$ cat src/rtl/bsg_mesh_router_pkg.sv
// Shared types for the mesh router allocator: direction enum, input/output lock states,
// route-order constants and the dimension-order legality check.
package bsg_mesh_router_pkg;

  typedef enum logic [2:0] {
    DirP = 3'd0,
    DirW = 3'd1,
    DirE = 3'd2,
    DirN = 3'd3,
    DirS = 3'd4
  } dir_e;

  typedef enum logic {
    InHead,
    InBody
  } in_state_e;

  typedef enum logic {
    OutIdle,
    OutLocked
  } out_state_e;

  localparam int unsigned OrderYx = 0;
  localparam int unsigned OrderXy = 1;

  // A head leaving on a dimension already resolved earlier (or turning back) breaks DOR.
  function automatic logic dor_violation(input dir_e in_dir, input dir_e out_dir,
                                         input logic xy_order);
    logic in_x, in_y, out_x, out_y;
    in_x  = (in_dir == DirW) || (in_dir == DirE);
    in_y  = (in_dir == DirN) || (in_dir == DirS);
    out_x = (out_dir == DirW) || (out_dir == DirE);
    out_y = (out_dir == DirN) || (out_dir == DirS);
    return ((in_dir == out_dir) && (in_dir != DirP)) ||
           (xy_order ? (in_y && out_x) : (in_x && out_y));
  endfunction

endpackage

$ cat src/rtl/bsg_mesh_router_rr_lock_arb.sv
// Per-output round-robin arbiter with wormhole lock: grants a head, then holds the owner
// until its tail transfers.
module bsg_mesh_router_rr_lock_arb
  import bsg_mesh_router_pkg::*;
#(
  parameter int unsigned dirs_p = 5
) (
  input  logic              clk_i,
  input  logic              reset_n_i,
  input  logic [dirs_p-1:0] req_i,
  input  logic [dirs_p-1:0] last_i,
  input  logic              ready_i,
  output logic              v_o,
  output logic [dirs_p-1:0] sel_o,
  output logic [dirs_p-1:0] yumi_o
);

  localparam int unsigned IdxW = $clog2(dirs_p);

  out_state_e        state_q;
  logic [dirs_p-1:0] owner_q;
  logic [dirs_p-1:0] rr_q;
  logic [dirs_p-1:0] win_oh;
  logic [dirs_p-1:0] rr_nxt;
  logic [IdxW-1:0]   rr_idx;
  logic [IdxW-1:0]   idx;
  logic              found;
  logic              xfer;
  logic              sel_last;

  always_comb begin
    rr_idx = '0;
    for (int unsigned k = 0; k < dirs_p; k++) begin
      if (rr_q[k]) rr_idx = IdxW'(k);
    end
    win_oh = '0;
    found  = 1'b0;
    idx    = '0;
    for (int unsigned k = 0; k < dirs_p; k++) begin
      idx = IdxW'((32'(rr_idx) + k) % dirs_p);
      if (!found && req_i[idx]) begin
        win_oh[idx] = 1'b1;
        found       = 1'b1;
      end
    end
  end

  always_comb begin
    sel_o    = (state_q == OutLocked) ? (owner_q & req_i) : win_oh;
    v_o      = |sel_o;
    xfer     = v_o & ready_i;
    yumi_o   = xfer ? sel_o : '0;
    sel_last = |(sel_o & last_i);
    rr_nxt   = {win_oh[dirs_p-2:0], win_oh[dirs_p-1]};
  end

  always_ff @(posedge clk_i or negedge reset_n_i) begin
    if (!reset_n_i) begin
      state_q <= OutIdle;
      owner_q <= '0;
      rr_q    <= {{(dirs_p-1){1'b0}}, 1'b1};
    end else if (xfer) begin
      unique case (state_q)
        OutIdle: begin
          rr_q <= rr_nxt;
          if (!sel_last) begin
            state_q <= OutLocked;
            owner_q <= win_oh;
          end
        end
        OutLocked: begin
          if (sel_last) begin
            state_q <= OutIdle;
            owner_q <= '0;
          end
        end
        default: state_q <= OutIdle;
      endcase
    end
  end

endmodule

$ cat src/rtl/bsg_mesh_router_dor_alloc.sv
// Dimension-ordered route decode and wormhole output allocation for one mesh tile.
// Define BSG_MESH_ROUTER_DOR_ERR_EN to enable the sticky illegal-route flag err_o.
module bsg_mesh_router_dor_alloc
  import bsg_mesh_router_pkg::*;
#(
  parameter int unsigned x_cord_width_p = 4,
  parameter int unsigned y_cord_width_p = 5,
  parameter int unsigned dirs_p         = 5,
  parameter int unsigned xy_order_p     = 1
) (
  input  logic                               clk_i,
  input  logic                               reset_n_i,
  input  logic [dirs_p-1:0]                  v_i,
  input  logic [dirs_p-1:0]                  last_i,
  input  logic [dirs_p*x_cord_width_p-1:0]   x_dirs_i,
  input  logic [dirs_p*y_cord_width_p-1:0]   y_dirs_i,
  input  logic [x_cord_width_p-1:0]          my_x_i,
  input  logic [y_cord_width_p-1:0]          my_y_i,
  output logic [dirs_p-1:0]                  yumi_o,
  output logic [dirs_p-1:0]                  v_o,
  input  logic [dirs_p-1:0]                  ready_i,
  output logic [dirs_p*dirs_p-1:0]           sel_o,
  output logic                               err_o
);

  dir_e              route  [dirs_p];
  dir_e              target [dirs_p];
  logic [dirs_p-1:0] in_head;
  logic [dirs_p-1:0] yumi_mat [dirs_p];

  for (genvar i = 0; i < dirs_p; i++) begin : g_in
    logic [x_cord_width_p-1:0] dx;
    logic [y_cord_width_p-1:0] dy;
    logic                      x_hit, y_hit;
    dir_e                      x_dir, y_dir;
    in_state_e                 state_q;
    dir_e                      dir_q;

    assign dx = x_dirs_i[i*x_cord_width_p +: x_cord_width_p];
    assign dy = y_dirs_i[i*y_cord_width_p +: y_cord_width_p];

    always_comb begin
      x_dir = (dx > my_x_i) ? DirE : DirW;
      y_dir = (dy > my_y_i) ? DirS : DirN;
      x_hit = (dx != my_x_i);
      // A 3-port ring has no Y links, so Y never steers the flit.
      y_hit = (dirs_p > 3) && (dy != my_y_i);
      if (xy_order_p == OrderXy) begin
        route[i] = x_hit ? x_dir : (y_hit ? y_dir : DirP);
      end else begin
        route[i] = y_hit ? y_dir : (x_hit ? x_dir : DirP);
      end
    end

    assign in_head[i] = (state_q == InHead);
    assign target[i]  = in_head[i] ? route[i] : dir_q;

    always_ff @(posedge clk_i or negedge reset_n_i) begin
      if (!reset_n_i) begin
        state_q <= InHead;
        dir_q   <= DirP;
      end else if (yumi_o[i]) begin
        if (last_i[i]) begin
          state_q <= InHead;
        end else begin
          state_q <= InBody;
          dir_q   <= target[i];
        end
      end
    end
  end

  for (genvar o = 0; o < dirs_p; o++) begin : g_out
    logic [dirs_p-1:0] req;

    always_comb begin
      req = '0;
      for (int unsigned i = 0; i < dirs_p; i++) begin
        req[i] = v_i[i] && (target[i] == 3'(o));
      end
    end

    bsg_mesh_router_rr_lock_arb #(
      .dirs_p(dirs_p)
    ) u_arb (
      .clk_i    (clk_i),
      .reset_n_i(reset_n_i),
      .req_i    (req),
      .last_i   (last_i),
      .ready_i  (ready_i[o]),
      .v_o      (v_o[o]),
      .sel_o    (sel_o[o*dirs_p +: dirs_p]),
      .yumi_o   (yumi_mat[o])
    );
  end

  // Each input targets one output, so at most one row contributes to any yumi bit.
  always_comb begin
    yumi_o = '0;
    for (int unsigned o = 0; o < dirs_p; o++) begin
      yumi_o = yumi_o | yumi_mat[o];
    end
  end

`ifdef BSG_MESH_ROUTER_DOR_ERR_EN
  logic err_q, err_d;

  always_comb begin
    err_d = err_q;
    for (int unsigned i = 0; i < dirs_p; i++) begin
      if (v_i[i] && in_head[i] &&
          dor_violation(dir_e'(3'(i)), route[i], xy_order_p == OrderXy)) begin
        err_d = 1'b1;
      end
    end
  end

  always_ff @(posedge clk_i or negedge reset_n_i) begin
    if (!reset_n_i) err_q <= 1'b0;
    else            err_q <= err_d;
  end

  assign err_o = err_q;
`else
  assign err_o = 1'b0;
`endif

endmodule

$ cat config.mk
export PLATFORM = sky130hd
export DESIGN_NAME = bsg_mesh_router_dor_alloc
export DESIGN_NICKNAME = d
export VERILOG_FILES = /design/src/rtl/bsg_mesh_router_pkg.sv /design/src/rtl/bsg_mesh_router_rr_lock_arb.sv /design/src/rtl/bsg_mesh_router_dor_alloc.sv
export SDC_FILE = /design/constraint.sdc
export NUM_CORES = 1
export LEC_CHECK = 0
export ABC_AREA = 0
export BUFFER_PORTS_ARGS = -buffer_cell sky130_fd_sc_hd__buf_2
export CORE_ASPECT_RATIO = 1.5
export CORE_MARGIN = 2
export CORE_UTILIZATION = 55
export DETAILED_ROUTE_END_ITERATION = 12
export PLACE_DENSITY_LB_ADDON = 0.3
export SLEW_MARGIN = 30
export SYNTH_ARGS = -nofsm -noshare
export SYNTH_HDL_FRONTEND = slang
export SYNTH_HIERARCHICAL = 1
export SYNTH_SLANG_ARGS = --single-unit
$ cat constraint.sdc
create_clock -name clk_i -period 7.8 [get_ports clk_i]
set_clock_uncertainty 0.15 [all_clocks]
set_input_delay 1.17 -clock clk_i [delete_from_list [all_inputs] [get_ports clk_i]]
set_output_delay 1.17 -clock clk_i [all_outputs]
set_load 0.05 [all_outputs]
==> summary.md, run 1 <==
| Metric | Value |
|---|---|
| Outcome | complete, no violations |
| Worst Path Required | ~6.5 ns |
| CTS max path bufs | 2 |
| Worst-case reg-to-reg path depth | 17 |
| TritonCTS buffer count | 9 |
| Tmin final | 7.28 ns |
| Sequential cell area fraction in the yosys report | about 16% |
| Yosys cell types | 91 |
| Post-route DRC violation count | 0 |
| Syn_area_per_cell | 7.92 µm² |
| EDFF count, synth | 0 |
| Antenna violations before repair | 2 |
| First drt pass iteration count | 5 |
| Total Routing Usage GR | 35.0% |
| Gpl congestion | 0.997 |
| Critical path class | in2out |
| Rel. slew slack | 41.1% |
| Grt total ovfl | 0 |
| Most frequent cells in the layout | nand2_1 (136), a21oi_1 (108), buf_2 (104) |
| Top Ports | 107 |
| Worst-Margin Slew | 0.883 ns |
| First-pass GRT wire length | 59400 µm |
| Die W | 119 µm |
| Starting DRT DRC Count | 1114 |
| Maxcap violations | 0 |
| Ys Warns | 6 |
| Synth Register Bits | 70 |
| Crit path capture type | output port |
| CTS tree | built |
| Routed WL | 37600 µm |
| Die H | 177 µm |
| Post-detail-place hpwl | approximately 29000 µm |
| Post-CTS Hold Buffers | 0 |
| Via density per instance | roughly 6.9 |
| Layout fillers | 1783 |
| Ratio of cells with drive above 1 in the final layout | 20.1% |
| Root Driver | clkbuf_16 |
| Post-CTS setup buffer count | 0 |
| Wirelength per Cell | 21.8 µm |
| Mapped cell area | roughly 11000 µm² |
| Final hold vios | 0 |
| Via count | 11800 |
| Post-cts sizing count | 0 |
| Commonest non-fill, non-tap cell in the layout | nand2_1 |
| Worst-Skew Late Latency | 0.36 ns |
| DIE AREA | 21100 µm² |
| Core area | 19600 µm² |
| Layout Nets | 1591 |
| Final Setup Violations | 0 |
| Hold depth | 1 |
| Worst hold path type | reg2reg |
| Final setup TNS | 0 ns |
| Pins Over Slew Limit | 0 |
| Buffers on Ports | 105 |
| CTS Sinks | 70 |
| Starting Density | 55.8% |
| RSZ-0062 raised after global routing | no |
| Maximum fanout along the worst path | 9 |
| Syn_nets | 1519 |
| Pin count of the biggest net entering global routing | 71 |
| Post-synthesis cell count | 1383 |
| Tcrit/Tclk final | between 90% and 100% |
| Vias in the first global route | 11700 |
| Core Rows | 63 |
| Antenna Nets Post-Route | 0 |
| Worst-path clk slew | approximately 0.05 ns |
| Top_reg_cell synth | dfrtp_1 |
| CP Launch Type | primary input |
| H-tree levels | 3 |
| Layout area overhead | 9.35% |
| WP data arrival | roughly 6.0 ns |
| Asr flop ratio synth | 100% |
| WHS | 0.365 ns |
| Achievable frequency | 0.137 GHz |
[layout make-up]
class	count	area, µm²	area share (%)
clock buffers	9	225	1.88
repair buffers	127	697	5.82
inverters	81	304	2.54
flip-flops and latches	70	1750	14.6
well taps	260	325	2.72
diodes	1	2.50	0.0209
multi-input cells	1166	8550	71.4
clock inverters	7	123	1.02
[Yosys cell counts, types with 9 or more instances]
| cell | instances | area, µm² |
|---|---|---|
| nand2_1 | 136 | 510 |
| a21oi_1 | 109 | 546 |
| nor2_1 | 77 | 289 |
| inv_1 | 76 | 285 |
| nand3_1 | 72 | 360 |
| dfrtp_1 | 70 | 1750 |
| ha_1 | 65 | 813 |
| and2_1 | 47 | 294 |
| o21ai_0 | 43 | 215 |
| clkbuf_1 | 35 | 131 |
| nand2b_1 | 25 | 156 |
| o22ai_1 | 25 | 156 |
| a22oi_1 | 22 | 165 |
| a31oi_1 | 22 | 138 |
| a211o_1 | 20 | 175 |
| buf_2 | 20 | 100 |
| nor3_1 | 20 | 100 |
| o211ai_1 | 19 | 143 |
| o21a_1 | 19 | 143 |
| nor2b_1 | 18 | 113 |
| nor3b_1 | 18 | 135 |
| a211oi_1 | 15 | 113 |
| mux2i_1 | 15 | 150 |
| nor4b_1 | 15 | 131 |
| o221ai_1 | 15 | 131 |
| a22o_1 | 13 | 114 |
| nand4_1 | 12 | 75.1 |
| nor4_1 | 12 | 75.1 |
| nand3b_1 | 11 | 82.6 |
| a31o_2 | 10 | 87.6 |
| a31oi_2 | 10 | 125 |
| buf_6 | 10 | 113 |
| mux2_2 | 10 | 113 |
| nor2_2 | 10 | 62.6 |
| o2bb2ai_1 | 10 | 87.6 |
| or3b_1 | 10 | 87.6 |
| a21o_1 | 9 | 67.6 |
| and3_1 | 9 | 56.3 |
[through the flow]
step	utilization (%)	instance area, µm²	worst slack, ns	instances
floorplan	-	11000	1.16	1383
global placement	59.2	11600	0.675	1704
detailed placement	59.2	11600	0.637	1704
CTS	61.0	12000	0.629	1720
global route	61.0	12000	0.271	1720
finish	61.0	12000	0.518	1721
[worst max-delay path, stage by stage]
cell and delay (ns):
buf_2 0.10, inv_1 0.15, ha_1 0.28, a21o_1 0.16, a21oi_1 0.31, nand4_1 0.24, a21oi_1 0.74, or3b_1 0.21
o311ai_1 0.13, o221ai_1 0.36, nor2_1 0.19, a31o_2 0.27, a2111oi_4 0.41, a21oi_1 0.13, and2_1 0.21, or4_1 0.48
nor2_2 0.12, inv_1 0.08, buf_2 0.21
[sequential cells by signal, summed over array words and instances, names as in the netlist]
name                 cells
g_out.u_arb/rr_q        20
g_in.dir_q              15
g_in.state_q             5
g_out.u_arb/state_q      5
g_out.u_arb/owner_q     25
[worst paths after layout]
path,from,to,slack (ns)
max,my_y_i[3],yumi_o[4],0.52
min,g_out[4].u_arb/owner_q[0]$_DFFE_PN0P_,g_out[4].u_arb/owner_q[0]$_DFFE_PN0P_,0.36
max reg2reg,g_out[4].u_arb/rr_q[4]$_DFFE_PN0P_,g_in[1].dir_q[2]$_DFFE_PN0P_,2.04
min reg2reg,g_out[4].u_arb/owner_q[0]$_DFFE_PN0P_,g_out[4].u_arb/owner_q[0]$_DFFE_PN0P_,0.36
max in group asynchronous,reset_n_i,g_in[1].dir_q[1]$_DFFE_PN0P_,6.33
min in group asynchronous,reset_n_i,g_out[3].u_arb/rr_q[4]$_DFFE_PN0P_,0.69
[kinds of logic after synthesis]
family          Yosys count  synth area share [%]
mux                      25                  2.40
buf+inv                 147                  5.98
xor+xnor                 10                 0.799
other cells               1                0.0342
compound gates          516                  39.9
fa+ha+maj                65                  7.42
flops                    70                  16.0
simple gates            549                  27.5
[routing by layer]
| metal | part of all wire [%] | wire [µm] | vias to the layer above | global-route usage (%) |
|---|---|---|---|---|
| met5 | 0 | 0 | - | 0 |
| met4 | 5.3 | 1990 | 0 | 19.9 |
| met3 | 6.2 | 2310 | 150 | 4.38 |
| met2 | 53 | 19800 | 531 | 65.5 |
| met1 | 36 | 13500 | 5670 | 37.5 |
| li1 | - | - | 5458 | - |
Power of run 1 is left out: the tool's default activity adds up to more than one toggle a clock period on the data nets, which glitch-free logic cannot reach.
==> run 2, diff against run 1 <==
==> constraint.sdc (replaced) <==
create_clock -name clk_i -period 6.9 [get_ports clk_i]
set_clock_uncertainty 0.15 [all_clocks]
set_input_delay 1.035 -clock clk_i [delete_from_list [all_inputs] [get_ports clk_i]]
set_output_delay 1.035 -clock clk_i [all_outputs]
set_load 0.05 [all_outputs]
==> run 2 against run 1 <==
Register-to-register slack got worse by 0.50 ns. Wire length decreased by 0.11%. Sequential cell count unchanged. Cell count up 2.0%. Final area rose by 1.7%. Worst setup slack worse by 0.27 ns.
==> summary.md, run 2 (synthesis gave the netlist of run 1 again) <==
| Metric | Value |
|---|---|
| Outcome | complete, no violations |
| Starting DRT DRC Count | 1043 |
| Pin count of the biggest net entering global routing | 71 |
| CTS max path bufs | 2 |
| Tcrit/Tclk final | between 90% and 100% |
| Maximum fanout along the worst path | 5 |
| DP Worst Slack | roughly 0.27 ns |
| Die H | 177 µm |
| Gpl congestion | roughly 1.0 |
| Seq. cell area | 1750 µm² |
| Via count | 12200 |
| Layout area overhead | 11.2% |
| Worst-case reg-to-reg path depth | 17 |
| Antenna Nets Post-Route | 0 |
| Pins Over Slew Limit | 0 |
| Root Driver | clkbuf_16 |
| DIE AREA | 21100 µm² |
| Achievable frequency | 0.150 GHz |
| Wirelength per Cell | approximately 21 µm |
| CP Cell Sequence | buf_2 -> inv_1 -> ha_1 -> o21a_1 -> nor2_1 -> nor2_1 -> a22oi_1 -> nor3b_2 -> a221oi_1 -> o31ai_1 -> o2111ai_4 -> a211oi_1 -> nor2_1 -> a31oi_2 -> and2_1 -> nor2_2 -> inv_1 -> buf_2 |
| GRT busiest layer | met2 |
| Worst path max stage delay | 0.61 ns |
| Final Setup Violations | 0 |
| Biggest regs | g_out.u_arb/owner_q (25), g_out.u_arb/rr_q (20), g_in.dir_q (15) |
| Post-CTS Hold Buffers | 0 |
| Die W | 119 µm |
| Cell family with most CP delay | compound AO/OA/AOI/OAI gates |
| Top Ports | 107 |
| CP Launch Type | primary input |
| Core area | 19600 µm² |
| Layout Nets | between 1500 and 2000 |
| Routed WL | 37500 µm |
| Most numerous cell on the critical path | nor2_1 |
| Vias in the first global route | roughly 12000 |
| Starting Density | around 56% |
| Critical path class | in2out |
| Buffers on Ports | 105 |
| Most flops, register | g_out.u_arb/owner_q |
| Worst-path clk slew | ~0.060 ns |
| Crit path buf inv count | 4 |
| Worst hold path type | reg2reg |
| TritonCTS buffer count | 9 |
| Rel. slew slack | 50.2% |
| Via density per instance | 6.93 |
| Antenna violations before repair | 2 |
| Maxcap violations | 0 |
| Max reg flops | 25 |
| Tmin final | around 6.6 ns |
| Core Rows | 63 |
| Commonest non-fill, non-tap cell in the layout | nand2_1 |
| CTS tree | built |
| Total Routing Usage GR | 35.1% |
| Worst Path Required | 5.71 ns |
| CTS Sinks | 70 |
| Ratio of cells with drive above 1 in the final layout | 22.1% |
| Crit-path slowest cell | nor3b_2 |
| Final hold vios | 0 |
| Post-route DRC violation count | 0 |
| GRT met2 Usage | 64.1% |
| Worst-Margin Slew | 0.737 ns |
| RSZ-0062 raised after global routing | no |
| WP data arrival | roughly 5.5 ns |
| First drt pass iteration count | 6 |
| Worst-Skew Late Latency | ~0.36 ns |
| First-pass GRT wire length | 59900 µm |
| Grt met3 use | 6.12% |
| Most frequent cells in the layout | nand2_1 (136), a21oi_1 (109), buf_2 (104) |
| Post-route setup slack | 0.250 ns |
| Final setup TNS | 0 ns |
| Critical path depth in cells | 18 |
| H-tree levels | 3 |
| Crit path capture type | output port |
| Post-detail-place hpwl | 29400 µm |
| Grt total ovfl | 0 |
| Routing usage on met1 | 36.9% |
| Multi-input logic area | 8560 µm² |
| Hold depth | 1 |
| Layout fillers | 1799 |
[run 2: cell count changes in the layout (fill, tap and decap cells not counted), moves of 2 or more]
cell,delta
clkinv_4,-2
bufinv_16,-3
buf_4,+35
clkinv_2,+3
[run 2: final timing paths]
path	from	endpoint	slack (ns)
max in group asynchronous	reset_n_i	g_out[2].u_arb/rr_q[3]$_DFFE_PN0P_	5.53
hold / removal	g_out[1].u_arb/owner_q[4]$_DFFE_PN0P_	g_out[1].u_arb/owner_q[4]$_DFFE_PN0P_	0.36
hold reg to reg	g_out[1].u_arb/owner_q[4]$_DFFE_PN0P_	g_out[1].u_arb/owner_q[4]$_DFFE_PN0P_	0.36
setup reg to reg	g_out[4].u_arb/rr_q[3]$_DFFE_PN0P_	g_in[1].dir_q[0]$_DFFE_PN0P_	1.54
min in group asynchronous	reset_n_i	g_out[3].u_arb/rr_q[3]$_DFFE_PN0P_	0.55
setup / recovery	my_x_i[2]	yumi_o[2]	0.25
[run 2: cell type report]
class | instances | area share [%]
antenna | 1 | 0.0205
clock buffer | 10 | 1.96
clock inverter | 6 | 0.308
inverter | 81 | 2.50
multi-input combinational | 1166 | 70.3
sequential | 70 | 14.4
tap | 260 | 2.67
timing repair buffer | 162 | 7.88
[run 2: per-stage QoR]
stage	util, %	instances	instance area [µm²]	hold WS [ns]
4_1_cts	62.0	1755	12200	0.367
2_1_floorplan	-	1383	11000	0.324
3_5_place_dp	60.6	1739	11900	0.355
6_report	62.1	1756	12200	0.361
5_1_grt	62.1	1755	12200	0.376
3_3_place_gp	60.6	1739	11900	0.347
[run 2: layer usage]
metal | routed length, µm | up-vias
met1 | 13400 | 5831
met4 | 2580 | 2
met3 | 2400 | 210
met2 | 19100 | 600
li1 | - | 5531
met5 | 19 | -
[run 2: what timing repair did]
| item | 4_1_cts | 5_1_grt |
|---|---|---|
| gates resized for setup | 0 | 3 |
| buffers inserted | 0 | 0 |
| endpoints found under the setup margin | 0 | 3 |
| hold endpoints to repair | 0 | 0 |
Power of run 2 is left out for the same reason.
==> run 3, diff against run 2 <==
--- a/config.mk
+++ b/config.mk
@@ -10,6 +10,7 @@
 export CORE_ASPECT_RATIO = 1.5
 export CORE_MARGIN = 2
 export CORE_UTILIZATION = 55
+export CTS_BUF_LIST = sky130_fd_sc_hd__clkbuf_8
 export DETAILED_ROUTE_END_ITERATION = 12
 export PLACE_DENSITY_LB_ADDON = 0.3
 export SLEW_MARGIN = 30
==> run 3 against run 2 <==
Cell count is the same. Maximum frequency grew 0.95%. Via count shrank 0.85%. Critical path depth grew 1. Die area is the same. Wire length shrank 0.26%. Register-to-register slack is essentially flat. Highest routed layer unchanged.
==> summary.md, run 3 (synthesis gave the netlist of run 1 again) <==
| Metric | Value |
|---|---|
| Crit path from | my_y_i[4] |
| Layout fillers | 1809 |
| Root Driver | clkbuf_8 |
| Crit Reg-Reg Startpoint | g_out[4].u_arb/rr_q[3]$_DFFE_PN0P_ |
| Crit path buf inv count | 5 |
| DIE AREA | ~21000 µm² |
| First-pass GRT wire length | roughly 60000 µm |
| Pin count of the biggest net entering global routing | between 70 and 80 |
| Commonest non-fill, non-tap cell in the layout | nand2_1 |
| Maximum fanout along the worst path | 5 |
| Die W | 119 µm |
| Grt total ovfl | 0 |
| WP data arrival | 5.40 ns |
| Dpl cells | 1739 |
| Tmin final | 6.59 ns |
| Layout area overhead | 10.3% |
| Worst Hold Path EP | g_out[1].u_arb/owner_q[4]$_DFFE_PN0P_ |
| Antenna Nets Post-Route | 0 |
| CP Cell Sequence | buf_2 -> inv_1 -> ha_1 -> and3_1 -> o21ai_0 -> nand2_1 -> nand2_1 -> a221oi_2 -> inv_1 -> o41a_1 -> o22ai_1 -> a221oi_4 -> a2111oi_4 -> a21oi_1 -> and2_1 -> or4_1 -> nor2_2 -> inv_1 -> buf_2 |
| Most flops, register | g_out.u_arb/owner_q |
| CP Launch Type | primary input |
| Layout Nets | approximately 1600 |
| Most numerous cell on the critical path | inv_1 |
| Final instance area | 12100 µm² |
| CTS tree | built |
| Fin cells | 1756 |
| Worst-case reg-to-reg path depth | 17 |
| Rel. slew slack | 49.0% |
| Most frequent cells in the layout | nand2_1 (136), a21oi_1 (109), buf_2 (104) |
| Gpl congestion | 1.02 |
| RSZ-0062 raised after global routing | no |
| CTS Sinks | 70 |
| Via density per instance | 6.87 |
| Starting DRT DRC Count | 1039 |
| DP Worst Slack | 0.274 ns |
| Worst-Skew Late Latency | between 0.3 and 0.4 ns |
| Hold depth | 1 |
| Final Setup Violations | 0 |
| Final hold vios | 0 |
| Starting Density | ~56% |
| Min-delay src | g_out[1].u_arb/owner_q[4]$_DFFE_PN0P_ |
| Worst Path Required | roughly 5.7 ns |
| Antenna violations before repair | 2 |
| First drt pass iteration count | 6 |
| Worst hold path type | reg2reg |
| Via count | 12100 |
| Pins Over Slew Limit | 0 |
| Core area | about 20000 µm² |
| Total Routing Usage GR | approximately a third |
| Worst path max stage delay | 0.54 ns |
| Worst-Margin Slew | 0.764 ns |
| RR Endpoint | g_in[1].dir_q[0]$_DFFE_PN0P_ |
| Crit path capture type | output port |
| H-tree levels | 3 |
| Crit-path slowest cell | or4_1 |
| Biggest regs | g_out.u_arb/owner_q (25), g_out.u_arb/rr_q (20), g_in.dir_q (15) |
| Achievable frequency | 0.152 GHz |
| Reg-to-reg setup timing slack | 1.53 ns |
| Buffers on Ports | 105 |
| Post-route setup slack | 0.313 ns |
| DP Area | 11900 µm² |
| Die H | about 180 µm |
| Top Ports | 107 |
| Cell family with most CP delay | compound AO/OA/AOI/OAI gates |
| Final setup TNS | 0 ns |
| Post-route DRC violation count | 0 |
| Vias in the first global route | 11700 |
| TritonCTS buffer count | 9 |
| Critical path class | in2out |
| Post-detail-place hpwl | 29400 µm |
| Worst-path clk slew | 0.08 ns |
| Core Rows | 63 |
| Max reg flops | 25 |
| Routed WL | 37400 µm |
| CTS max path bufs | 2 |
| Maxcap violations | 0 |
| Outcome | complete, no violations |
| Wirelength per Cell | 21.3 µm |
| Tcrit/Tclk final | 95.5% |
| Ratio of cells with drive above 1 in the final layout | 22.1% |
-- run 3: cell count changes in the layout (fill, tap and decap cells not counted) --
cell,previous run,this run
clkbuf_16,9,0
clkbuf_8,1,10
-- run 3: per-layer routing --
metal	share of wire, %	vias to the layer above	global-route usage [%]
li1	-	5529	-
met2	51	566	64.2
met1	36	5783	37.3
met5	0.019	-	0
met4	6.4	2	21.0
met3	6.2	191	5.93
-- run 3: through the flow --
| stage | hold WS [ns] | utilization (%) |
|---|---|---|
| 2_1_floorplan | 0.324 | - |
| 3_3_place_gp | 0.347 | 60.6 |
| 3_5_place_dp | 0.355 | 60.6 |
| 4_1_cts | 0.372 | 61.5 |
| 5_1_grt | 0.381 | 61.5 |
| 6_report | 0.367 | 61.5 |
-- run 3: layout make-up --
cell class | instances | area (µm²) | area share (%)
Antenna cell | 1 | 2.50 | 0.0207
Clock buffer | 10 | 138 | 1.14
Clock inverter | 6 | 37.5 | 0.311
Inverter | 81 | 304 | 2.52
Multi-Input combinational cell | 1166 | 8560 | 70.9
Sequential cell | 70 | 1750 | 14.5
Tap cell | 260 | 325 | 2.69
Timing Repair Buffer | 162 | 960 | 7.94
-- run 3: repair_timing --
action	CTS	global route
hold buffers	0	0
resized for setup	0	3
endpoints found under the setup margin	0	3
endpoints found under the hold margin	0	0
buffers inserted	0	0
-- run 3: worst max-delay path by stage --
stage          cells past startpoint   endpoint
2_1_floorplan                     17  yumi_o[4]
3_3_place_gp                      19  yumi_o[4]
3_5_place_dp                      19  yumi_o[1]
4_1_cts                           19  yumi_o[1]
5_1_grt                           17  yumi_o[2]
6_report                          19  yumi_o[4]
Power of run 3 is left out for the same reason.
